### src/rtl/arb_pkg.sv
// arb_pkg: shared definitions for the instruction/data memory arbiter.
//   arbStateT       - FSM state encoding (IDLE, SERVE_I, SERVE_D)
//   DEFAULT_TIMEOUT - default wait limit before an access is aborted
//   counterWidth()  - wait counter width: at least 4 bits, wide enough for the limit
package arb_pkg;

  typedef enum logic [1:0] {
    IDLE    = 2'b00,
    SERVE_I = 2'b01,
    SERVE_D = 2'b10
  } arbStateT;

  localparam int DEFAULT_TIMEOUT = 15;

  function automatic int counterWidth(input int limit);
    return (limit >= 16) ? $clog2(limit + 1) : 4;
  endfunction

endpackage

### src/rtl/wait_counter.sv
// wait_counter: saturating wait-cycle counter with a terminal-count compare.
// Ports:
//   clk, reset  - clock and asynchronous active-high reset
//   clear       - synchronous clear (takes priority over enable)
//   enable      - count one wait cycle
//   reachLimit  - high when this enabled cycle brings the count up to LIMIT
module wait_counter #(
  parameter int WIDTH = 4,
  parameter int LIMIT = 15
) (
  input  logic clk,
  input  logic reset,
  input  logic clear,
  input  logic enable,
  output logic reachLimit
);

  localparam logic [WIDTH-1:0] LastCount = WIDTH'(LIMIT - 1);

  logic [WIDTH-1:0] count;

  // Count stops at all-ones instead of wrapping back to zero.
  always_ff @(posedge clk or posedge reset) begin
    if (reset) begin
      count <= '0;
    end else if (clear) begin
      count <= '0;
    end else if (enable && (count != '1)) begin
      count <= count + 1'b1;
    end
  end

  // Flag the cycle whose increment lands on LIMIT so the abort happens on that same edge.
  assign reachLimit = enable && (count == LastCount);

endmodule

### src/rtl/mem_arbiter.sv
// mem_arbiter: arbitrates fetch and memory-stage requests onto one
// single-port unified memory.
// Ports:
//   clk, reset                  - clock, asynchronous active-high reset
//   IReq, IAddr                 - instruction read request
//   DReq, DWe, DAddr, DWData    - data access request
//   MemReq, MemWe, MemAddr,
//   MemWData, MemRData, MemReady - memory side handshake
//   IRData, IValid              - returned instruction and its one-cycle pulse
//   DRData, DValid              - returned load data / write-done pulse
//   StallF, StallM              - hold signals for fetch and memory stage
//   TimeoutErr                  - sticky flag: an access waited TIMEOUT cycles
// Config macro: ARB_ROUND_ROBIN_EN selects round-robin on simultaneous
// requests; otherwise data always wins.
module mem_arbiter
  import arb_pkg::*;
#(
  parameter int TIMEOUT = DEFAULT_TIMEOUT
) (
  input  logic        clk,
  input  logic        reset,
  input  logic        IReq,
  input  logic [31:0] IAddr,
  input  logic        DReq,
  input  logic        DWe,
  input  logic [31:0] DAddr,
  input  logic [31:0] DWData,
  output logic        MemReq,
  output logic        MemWe,
  output logic [31:0] MemAddr,
  output logic [31:0] MemWData,
  input  logic [31:0] MemRData,
  input  logic        MemReady,
  output logic [31:0] IRData,
  output logic        IValid,
  output logic [31:0] DRData,
  output logic        DValid,
  output logic        StallF,
  output logic        StallM,
  output logic        TimeoutErr
);

  localparam int countWidth = counterWidth(TIMEOUT);

  arbStateT state;
  arbStateT nextState;
  logic     pickData;
  logic     grant;
  logic     weReg;
  logic     waitEnable;
  logic     timeoutHit;

`ifdef ARB_ROUND_ROBIN_EN
  logic lastGrantData;

  // Remembers which port won the most recent grant; starts out as fetch.
  always_ff @(posedge clk or posedge reset) begin
    if (reset) begin
      lastGrantData <= 1'b0;
    end else if (grant) begin
      lastGrantData <= pickData;
    end
  end

  assign pickData = DReq && !(IReq && lastGrantData);
`else
  assign pickData = DReq;
`endif

  assign grant      = (state == IDLE) && (IReq || DReq);
  assign waitEnable = MemReq && !MemReady;

  wait_counter #(
    .WIDTH(countWidth),
    .LIMIT(TIMEOUT)
  ) waitCounter (
    .clk       (clk),
    .reset     (reset),
    .clear     (grant),
    .enable    (waitEnable),
    .reachLimit(timeoutHit)
  );

  always_ff @(posedge clk or posedge reset) begin
    if (reset) begin
      state <= IDLE;
    end else begin
      state <= nextState;
    end
  end

  always_comb begin
    nextState = state;
    case (state)
      IDLE: begin
        if (pickData) begin
          nextState = SERVE_D;
        end else if (IReq) begin
          nextState = SERVE_I;
        end
      end
      SERVE_I, SERVE_D: begin
        if (MemReady || timeoutHit) begin
          nextState = IDLE;
        end
      end
      default: nextState = IDLE;
    endcase
  end

  // The write strobe is gated by MemReq so a stale write flag never leaks out while idle.
  always_comb begin
    MemReq = (state != IDLE);
    MemWe  = MemReq && weReg;
  end

  // Request fields are captured at grant so memory sees stable values even
  // if the requester changes or drops its inputs mid-access.
  always_ff @(posedge clk or posedge reset) begin
    if (reset) begin
      MemAddr    <= '0;
      MemWData   <= '0;
      weReg      <= 1'b0;
      IRData     <= '0;
      DRData     <= '0;
      IValid     <= 1'b0;
      DValid     <= 1'b0;
      TimeoutErr <= 1'b0;
    end else begin
      IValid <= 1'b0;
      DValid <= 1'b0;
      if (grant) begin
        if (pickData) begin
          MemAddr  <= DAddr;
          MemWData <= DWData;
          weReg    <= DWe;
        end else begin
          MemAddr <= IAddr;
          weReg   <= 1'b0;
        end
      end
      if ((state == SERVE_I) && MemReady) begin
        IRData <= MemRData;
        IValid <= 1'b1;
      end
      if ((state == SERVE_D) && MemReady) begin
        DValid <= 1'b1;
        if (!weReg) begin
          DRData <= MemRData;
        end
      end
      if (timeoutHit) begin
        TimeoutErr <= 1'b1;
      end
    end
  end

  assign StallF = IReq && !IValid;
  assign StallM = DReq && !DValid;

endmodule

### config.mk
export PLATFORM = sky130hd
export DESIGN_NAME = mem_arbiter
export DESIGN_NICKNAME = d
export VERILOG_FILES = /design/src/rtl/arb_pkg.sv /design/src/rtl/wait_counter.sv /design/src/rtl/mem_arbiter.sv
export SDC_FILE = /design/constraint.sdc
export NUM_CORES = 1
export LEC_CHECK = 0
export CAP_MARGIN = 20
export CELL_PAD_IN_SITES_DETAIL_PLACEMENT = 1
export CELL_PAD_IN_SITES_GLOBAL_PLACEMENT = 1
export CORE_UTILIZATION = 32
export DETAILED_ROUTE_END_ITERATION = 12
export MAX_ROUTING_LAYER = met4
export PLACE_DENSITY_LB_ADDON = 0.25
export SYNTH_ARGS = -nofsm -noshare
export SYNTH_HDL_FRONTEND = slang
export SYNTH_SLANG_ARGS = --single-unit
### constraint.sdc
create_clock -name clk -period 5.36 [get_ports clk]
set_clock_uncertainty 0.05 [all_clocks]
set_input_delay 1.072 -clock clk [delete_from_list [all_inputs] [get_ports clk]]
set_output_delay 1.072 -clock clk [all_outputs]
set_load 0.005 [all_outputs]
======== Word level (Yosys, flattened, before mapping) ========
Cells that the tools add are included.
storage, ports and cells
  bits in latches ......................... 0
  bits in writable memories ............... 0
  flip-flop bits (word level) ............. 138
  output and inout bits ................... 135
  word-level logic and storage cells ...... 49
  memories ................................ 0
  input bits .............................. 134
  ROM bits ................................ 0
cells by class
  shift operators ......................... 0
  muxes and demuxes ....................... 10
  $mul .................................... 0
  $add $sub $neg .......................... 1
  bitwise logic cells ..................... 1
  order comparisons ....................... 0
  eq/ne operators ......................... 6
  div/mod/pow operators ................... 0
  reduce and logical (&&, ||, !) cells .... 21
operator list
  kind                   number
  $mux W32               1
  $logic_and A1 B1 Y1    9
  $mux W4                2
  $mux W2                3
  $reduce_and A2 Y1      3
  $add A4 B1 Y4 const B  1
  $eq A4 B4 Y1 const B   1
  $ne A4 B4 Y1 const B   1
  $pmux W2 S2            1
  $reduce_bool A2 Y1     2
  $logic_not A1 Y1       3
  $mux W1                3
  $ne A3 B3 Y1 const B   1
  $eq A2 B1 Y1 const B   1
  $eq A2 B2 Y1 const B   1
  $logic_not A2 Y1       1
  $logic_or A1 B1 Y1     2
  $ne A2 B2 Y1 const B   1
  $reduce_or A2 Y1       1
  $not A1 Y1             1

======== Longest topological paths before layout ========
Gate-level depths: netlist of run 1.
  depth in word-level cells ............... 6
  gate-level depth with buffers ........... 7
  mapped depth without buffers ............ 5

======== Modules after synthesis ========
From an unflattened synthesis of run 1, not the netlist that was laid out.
second synthesis, totals
  cell total of the unflattened synthesis .. 399
  area total of the unflattened synthesis .. 5714.2 µm²
by module, submodules not included
  module        area each (µm²)  cells each  times used  seq. area each (µm²)
  mem_arbiter   5472.7           375         1           3353.2
  wait_counter  241.5            24          1           100.1

======== Worst setup path after synthesis of run 1 ========
Ideal clock, no wire load.
  path kind ............................... input port to output port
  from .................................... in DReq
  to ...................................... out StallM
  cell stages on the path ................. 3
  data arrival time ....................... 1.641 ns
  required time ........................... 4.238 ns
  setup slack ............................. 2.597 ns
  path through ............................ buf_4 buf_2 nor2b_1
on the way
  longest elaborated chain between the ends .. 1
RTL lines
  element              line                RTL
  start: declaration   mem_arbiter.sv:24   input logic DReq,
  $logic_and A1 B1 Y1  mem_arbiter.sv:159  assign StallM = DReq && !DValid;
  end: declaration     mem_arbiter.sv:39   output logic StallM,
No other way between the ends.

======== Final worst setup path of run 1 ========
  from .................................... in IReq
  to ...................................... out StallF
on the way
  longest elaborated chain between the ends .. 1
RTL lines
  element              line                RTL
  start: declaration   mem_arbiter.sv:22   input logic IReq,
  $logic_and A1 B1 Y1  mem_arbiter.sv:158  assign StallF = IReq && !IValid;
  end: declaration     mem_arbiter.sv:38   output logic StallF,
No other way between the ends.

==> qor.yml, run 1 <==
logic_synthesis:
  synth_top_area_cell: "dfrtp_1"
  synth-seq-cells: 138
  ys_warn_count: 0
  synth_area_leaders: "dfrtp_1, mux2_2, mux2_4, mux2i_1, o21ai_0"
  synth_top_area_frac: 0.6089
  ys_seq_area_frac: 0.6089
  ys_types: 25
  syn-num-nets: 531
  syn_inst: 392
  synth_area_um2: 5672
  syn_avg_cell_area_um2: 14.47
run_status:
  status: "finished clean"
route:
  drc: 0
  wirelength_um: 15500
  vias: 4072
  wl_per_cell_um: 17.12
  dr.pass1.iters: 4
  viasPerCell: 4.499
  drt-initial-drc-count: 118
  ant_nets: 0
clock_tree:
  cts_sinks: 138
  clk_pin_slew_worst_paths_ns: 0.06
  cts.hold.buffers_added: 0
  clk_latency_ns: 0.41
  root_buffer: "clkbuf_16"
  postCtsSetupRepairBufs: 0
  cts_tree: "built"
  cts_buffers: 17
  clk_path_buf_depth: 2
  cts_max_level: 4
  ctsResizeCount: 0
floorplanning:
  ioPinCount: 269
  core-area_um2: 17300
  die_h_um: 135.1
  initial_core_util: 0.3279
  dieArea_um2: 18260
  die_w_um: 135.1
  rows: 48
final_layout:
  nFillCells: 1725
  drive_gt1_frac: 0.2047
  final_cell_count_no_fill: 905
  syn_to_final_growth_pct: 62.12
  final_core_util: 0.5316
  final_nets: 805
  fin_area_um2: 9195
  regArea_um2: 3453
  multi_input_area_um2: 2067
grt:
  antenna_found_initial: 1
  grt_start_max_net_pins: 61
  grt_usage: 0.1804
  gr-total-overflow: 0
  grt_pass1_wl_um: 24150
  grt_pass1_vias: 4457
worst_setup_path:
  end_kind: "output pin"
  worst_ep_required_time_ns: 4.24
  critical-path-top-delay-family: "buffers and inverters"
  critPathLaunchType: "input pin"
  cp_slowest_stage_delay_ns: 0.56
  worst_ep_arrival_time_ns: 2.31
  crit_buf_inv: 2
  crit_path_frequent_cell: "clkdlybuf4s50_1"
  cp_slowest_cell: "clkdlybuf4s50_1"
  critical_path_class: "in2out"
  crit_chain: "clkdlybuf4s50_1 > nor2b_1 > clkdlybuf4s50_1"
  critical_path.max_fanout: 4
sta:
  period_needed_ns: 3.434
  relSlewSlack: 0.6113
  fin_setup_tns_ns: 0
  maxSlewViolCount: 0
  worst_slack_ns: 1.926
  hold_viol_final: 0
  fmax_mhz: 291.2
  whs_ns: 0.4302
  grt_setup_unrepaired: "false"
  finalSetupViolCount: 0
  fin_crit_sh: 0.6406
  worstMarginPinSlew_ns: 0.5830
min_path:
  hp-class: "reg2reg"
placement:
  gp_congestion: 0.7869
  dp.cells: 871
  dpl_cell_area_um2: 8579
  io_buffers: 268
  pre_cts_slack_ns: 1.914
  dp.final_hpwl_um: 11640
pwr:
  finalPower_mw: 5.139
  cellPowerDensity_nw_per_um2: 558.9
  p_leak_nw: 4.061
  peakVddDrop_v: 0.0002133
job:
  max_cap_viol_count: 0
==> path summary, 6_finish.rpt <==
path,start,to,slack [ns],cells after the start
worst min register to register,MemAddr[4],MemAddr[4],0.43,2
min in group asynchronous,reset,MemWData[24],1.06,2
worst max register to register,state[1],MemAddr[31],3.48,5
max in group asynchronous,reset,DRData[22],3.21,3
worst max-delay path,IReq,StallF,1.93,3
worst min-delay path,MemAddr[4],MemAddr[4],0.43,2
==> layout make-up <==
class                      instances  share of cell area
timing repair buffer             276              0.3013
inverter                           8            0.003810
clock buffer                      18             0.04776
multi-input combinational        225              0.2248
clock inverter                    14             0.01592
sequential                       138              0.3756
antenna                            1           0.0002721
tap                              225             0.03062
==> report_power, final <==
| group | switching (mW) | total [mW] | internal, mW |
|---|---|---|---|
| combinational | 0.706 | 2.14 | 1.43 |
| sequential | 0.287 | 1.84 | 1.55 |
| clock | 0.460 | 1.16 | 0.698 |
==> synthesized netlist by cell type, drive strengths merged <==
cell type  number
a21boi          1
a21o            1
a311oi          1
a32o            2
and2            3
and4b           1
buf            16
clkbuf          5
dfrtp         138
ha              5
inv             8
mux2           96
mux2i          35
nand2          37
nand2b          2
nand4           1
nor2b           3
o21ai          34
o22ai           2
xnor2           1
==> cells by family after synthesis <==
kind of cell / Yosys count / share of synthesized area
DFF: 138 / 0.6089
xor gates and xnor gates: 1 / 0.001545
adders and majority gates: 5 / 0.01103
buffers and inverters: 29 / 0.02846
AOI/OAI and AO/OA: 41 / 0.04169
muxes: 131 / 0.2722
and+or+nand+nor: 47 / 0.03618
==> worst reg2reg max path: stages (launching register included) <==
cell	delay, ns
dfrtp_1	0.37
inv_1	0.07
ha_1	0.32
o21ai_4	0.26
buf_4	0.47
o21ai_0	0.19
==> layout by cell type (no fill, tap or decap) <==
cell             count
nor2b_1              3
buf_12               1
o21ai_0             33
inv_6                3
clkbuf_8             1
o22ai_1              2
clkinv_4             3
bufinv_16            2
clkbuf_16           17
buf_2                1
mux2_1               2
nand4_1              1
a21boi_0             1
buf_4                6
buf_16               1
clkinv_2             4
nand2_1             37
nand2b_1             1
ha_1                 5
mux2i_1             35
a21o_1               1
clkdlybuf4s50_1    267
nand2b_2             1
dfrtp_1            138
o21ai_4              1
a311oi_2             1
diode_2              1
inv_1                7
clkinvlp_4           3
xnor2_1              1
and2_1               3
a32o_1               2
and4b_1              1
mux2_4              30
mux2_2              64
==> layer usage <==
metal / track usage / routed length, um / up-vias
li1: - / - / 1913
met1: 0.2061 / 6276 / 1957
met2: 0.2875 / 7529 / 184
met3: 0.06510 / 1424 / 18
met4: 0.07179 / 265 / 0
met5: - / 0 / -
==> state kept, by name, indices dropped and copies added (netlist names) <==
name and flops:
DRData 32, IRData 32, MemAddr 32, MemWData 32, waitCounter.count 4, state 2, DValid 1, IValid 1
TimeoutErr 1, weReg 1
Power figures use the tool's default switching activity.
==> run 2, diff against run 1 <==
==> constraint.sdc (replaced) <==
create_clock -name clk -period 3.6 [get_ports clk]
set_clock_uncertainty 0.05 [all_clocks]
set_input_delay 0.72 -clock clk [delete_from_list [all_inputs] [get_ports clk]]
set_output_delay 0.72 -clock clk [all_outputs]
set_load 0.005 [all_outputs]
==> qor.yml, run 2 (synthesized netlist as in run 1, its figures left out) <==
run_status:
  status: "finished clean"
route:
  vias: 4118  # +1.1%
  wirelength_um: 16090  # +3.8%
  wl_per_cell_um: 17.82  # +4.1%
  viasPerCell: 4.560  # +1.4%
  ant_nets: 0  # unchanged
  dr.pass1.iters: 4  # unchanged
  drt-initial-drc-count: 127  # +7.6%
  drc: 0  # unchanged
pwr:
  peakVddDrop_v: 0.0003498  # +64%
  p_comb_frac: 0.413  # -0.003
  seqPwrFrac: 0.354  # -0.004
  power_switching_mw: 2.189  # +51%
  finalPower_mw: 7.746  # +51%
  cellPowerDensity_nw_per_um2: 842.0  # +51%
  clkPwrFrac: 0.233  # +0.008
  switching_share: 0.2826  # about the same
  internal-power_mw: 5.557  # +51%
  p_leak_nw: 4.055  # -0.14%
sta:
  hold_viol_final: 0  # unchanged
  fmax_mhz: 369.9
  grt_setup_unrepaired: "false"
  worstMarginPinSlew_ns: 0.5987  # +0.01565 ns
  relSlewSlack: 0.6009  # -0.01043
  whs_ns: 0.4161  # -0.01403 ns
  period_needed_ns: 2.704
  maxSlewViolCount: 0  # unchanged
  fin_crit_sh: 0.7510
  fin_setup_tns_ns: 0  # unchanged
  finalSetupViolCount: 0  # unchanged
clock_tree:
  cts_tree: "built"
  cts.hold.buffers_added: 0  # unchanged
  postCtsSetupRepairBufs: 0  # unchanged
  clk_path_buf_depth: 2  # unchanged
  clk_pin_slew_worst_paths_ns: 0.06  # about the same
  cts_max_level: 4  # unchanged
  cts_sinks: 138  # unchanged
  clk_latency_ns: 0.41  # about the same
  cts_buffers: 17  # unchanged
  root_buffer: "clkbuf_16"
  ctsResizeCount: 0  # unchanged
final_layout:
  nFillCells: 1729  # +0.23%
  multi_input_area_um2: 2067  # unchanged
  final_nets: 804  # -0.12%
  syn_to_final_growth_pct: 62.21  # about the same
  drive_gt1_frac: 0.2021  # -0.002648
  final_core_util: 0.5319  # about the same
  layout_common_cells: "clkdlybuf4s50_1, dfrtp_1, mux2_2"
  final_common_cell: "clkdlybuf4s50_1"
  regArea_um2: 3453  # unchanged
  insertedDiodeCount: 0  # -1
floorplanning:
  ioPinCount: 269  # unchanged
  initial_core_util: 0.3279  # unchanged
  dieArea_um2: 18260  # unchanged
  core-area_um2: 17300  # unchanged
  rows: 48  # unchanged
  die_w_um: 135.1  # unchanged
  die_h_um: 135.1  # unchanged
worst_setup_path:
  critPathLaunchType: "input pin"
  end_kind: "output pin"
  worst_ep_arrival_time_ns: 1.93  # -0.38 ns
  worst_ep_required_time_ns: 2.83  # -1.41 ns
  critical_path_class: "in2out"
  critical_path.max_fanout: 4  # unchanged
grt:
  antenna_found_initial: 0  # -1
  grt_pass1_vias: 4564  # +2.4%
  gr-total-overflow: 0  # unchanged
  grt_start_max_net_pins: 93  # +52%
  grt_usage: 0.1874  # +0.006973
  grt_pass1_wl_um: 24900  # +3.1%
placement:
  io_buffers: 268  # unchanged
  gp_congestion: 0.7553  # -4.0%
  dp.final_hpwl_um: 11890  # +2.2%
min_path:
  hp-class: "reg2reg"
job:
  max_cap_viol_count: 0  # unchanged
-- run 2: critical path: stages --
cell and delay (ns):
clkdlybuf4s50_1 0.55, nor2b_1 0.15, clkdlybuf4s50_1 0.51
-- run 2: area by class of cell --
type,instances,area share
repair buffers,275,0.2995
inverters,8,0.003672
flip-flops and latches,138,0.3754
well taps,225,0.03060
clock inverters,13,0.01809
multi-input cells,225,0.2247
clock buffers,19,0.04814
-- run 2: power by group through the flow --
| stage | clock network (mW) | registers, mW | logic [mW] |
|---|---|---|---|
| after floorplan | 0 | 2.76 | 1.19 |
| after global placement | 0 | 2.71 | 3.15 |
| after detailed placement | 0 | 2.77 | 3.24 |
| after CTS | 1.85 | 2.75 | 3.27 |
| after global routing | 1.91 | 2.84 | 3.46 |
| final | 1.81 | 2.74 | 3.20 |
-- run 2: routing by layer --
metal | share of wire | routed length, um | track usage | vias up
li1 | - | - | - | 1905
met1 | 0.40 | 6470 | 0.2140 | 2006
met2 | 0.49 | 7887 | 0.3063 | 190
met3 | 0.088 | 1414 | 0.06173 | 17
met4 | 0.020 | 316 | 0.06804 | 0
met5 | 0 | 0 | - | -
-- run 2: final timing paths --
path	from	to	slack, ns	cells after the start
min in group asynchronous	reset	MemWData[9]	0.58	2
min reg2reg	TimeoutErr	TimeoutErr	0.42	1
max in group asynchronous	reset	DRData[2]	2.12	3
max reg2reg	state[0]	DRData[22]	1.62	6
min	TimeoutErr	TimeoutErr	0.42	1
max	IReq	StallF	0.90	3
-- run 2: metrics by stage --
step / setup WS (ns) / instance area (um^2) / instances
global placement: 0.8898 / 8591 / 871
detailed placement: 0.8883 / 8591 / 871
global route: 0.7928 / 9200 / 903
floorplan: 1.109 / 5675 / 392
CTS: 0.8458 / 9200 / 903
finish: 0.8965 / 9200 / 903
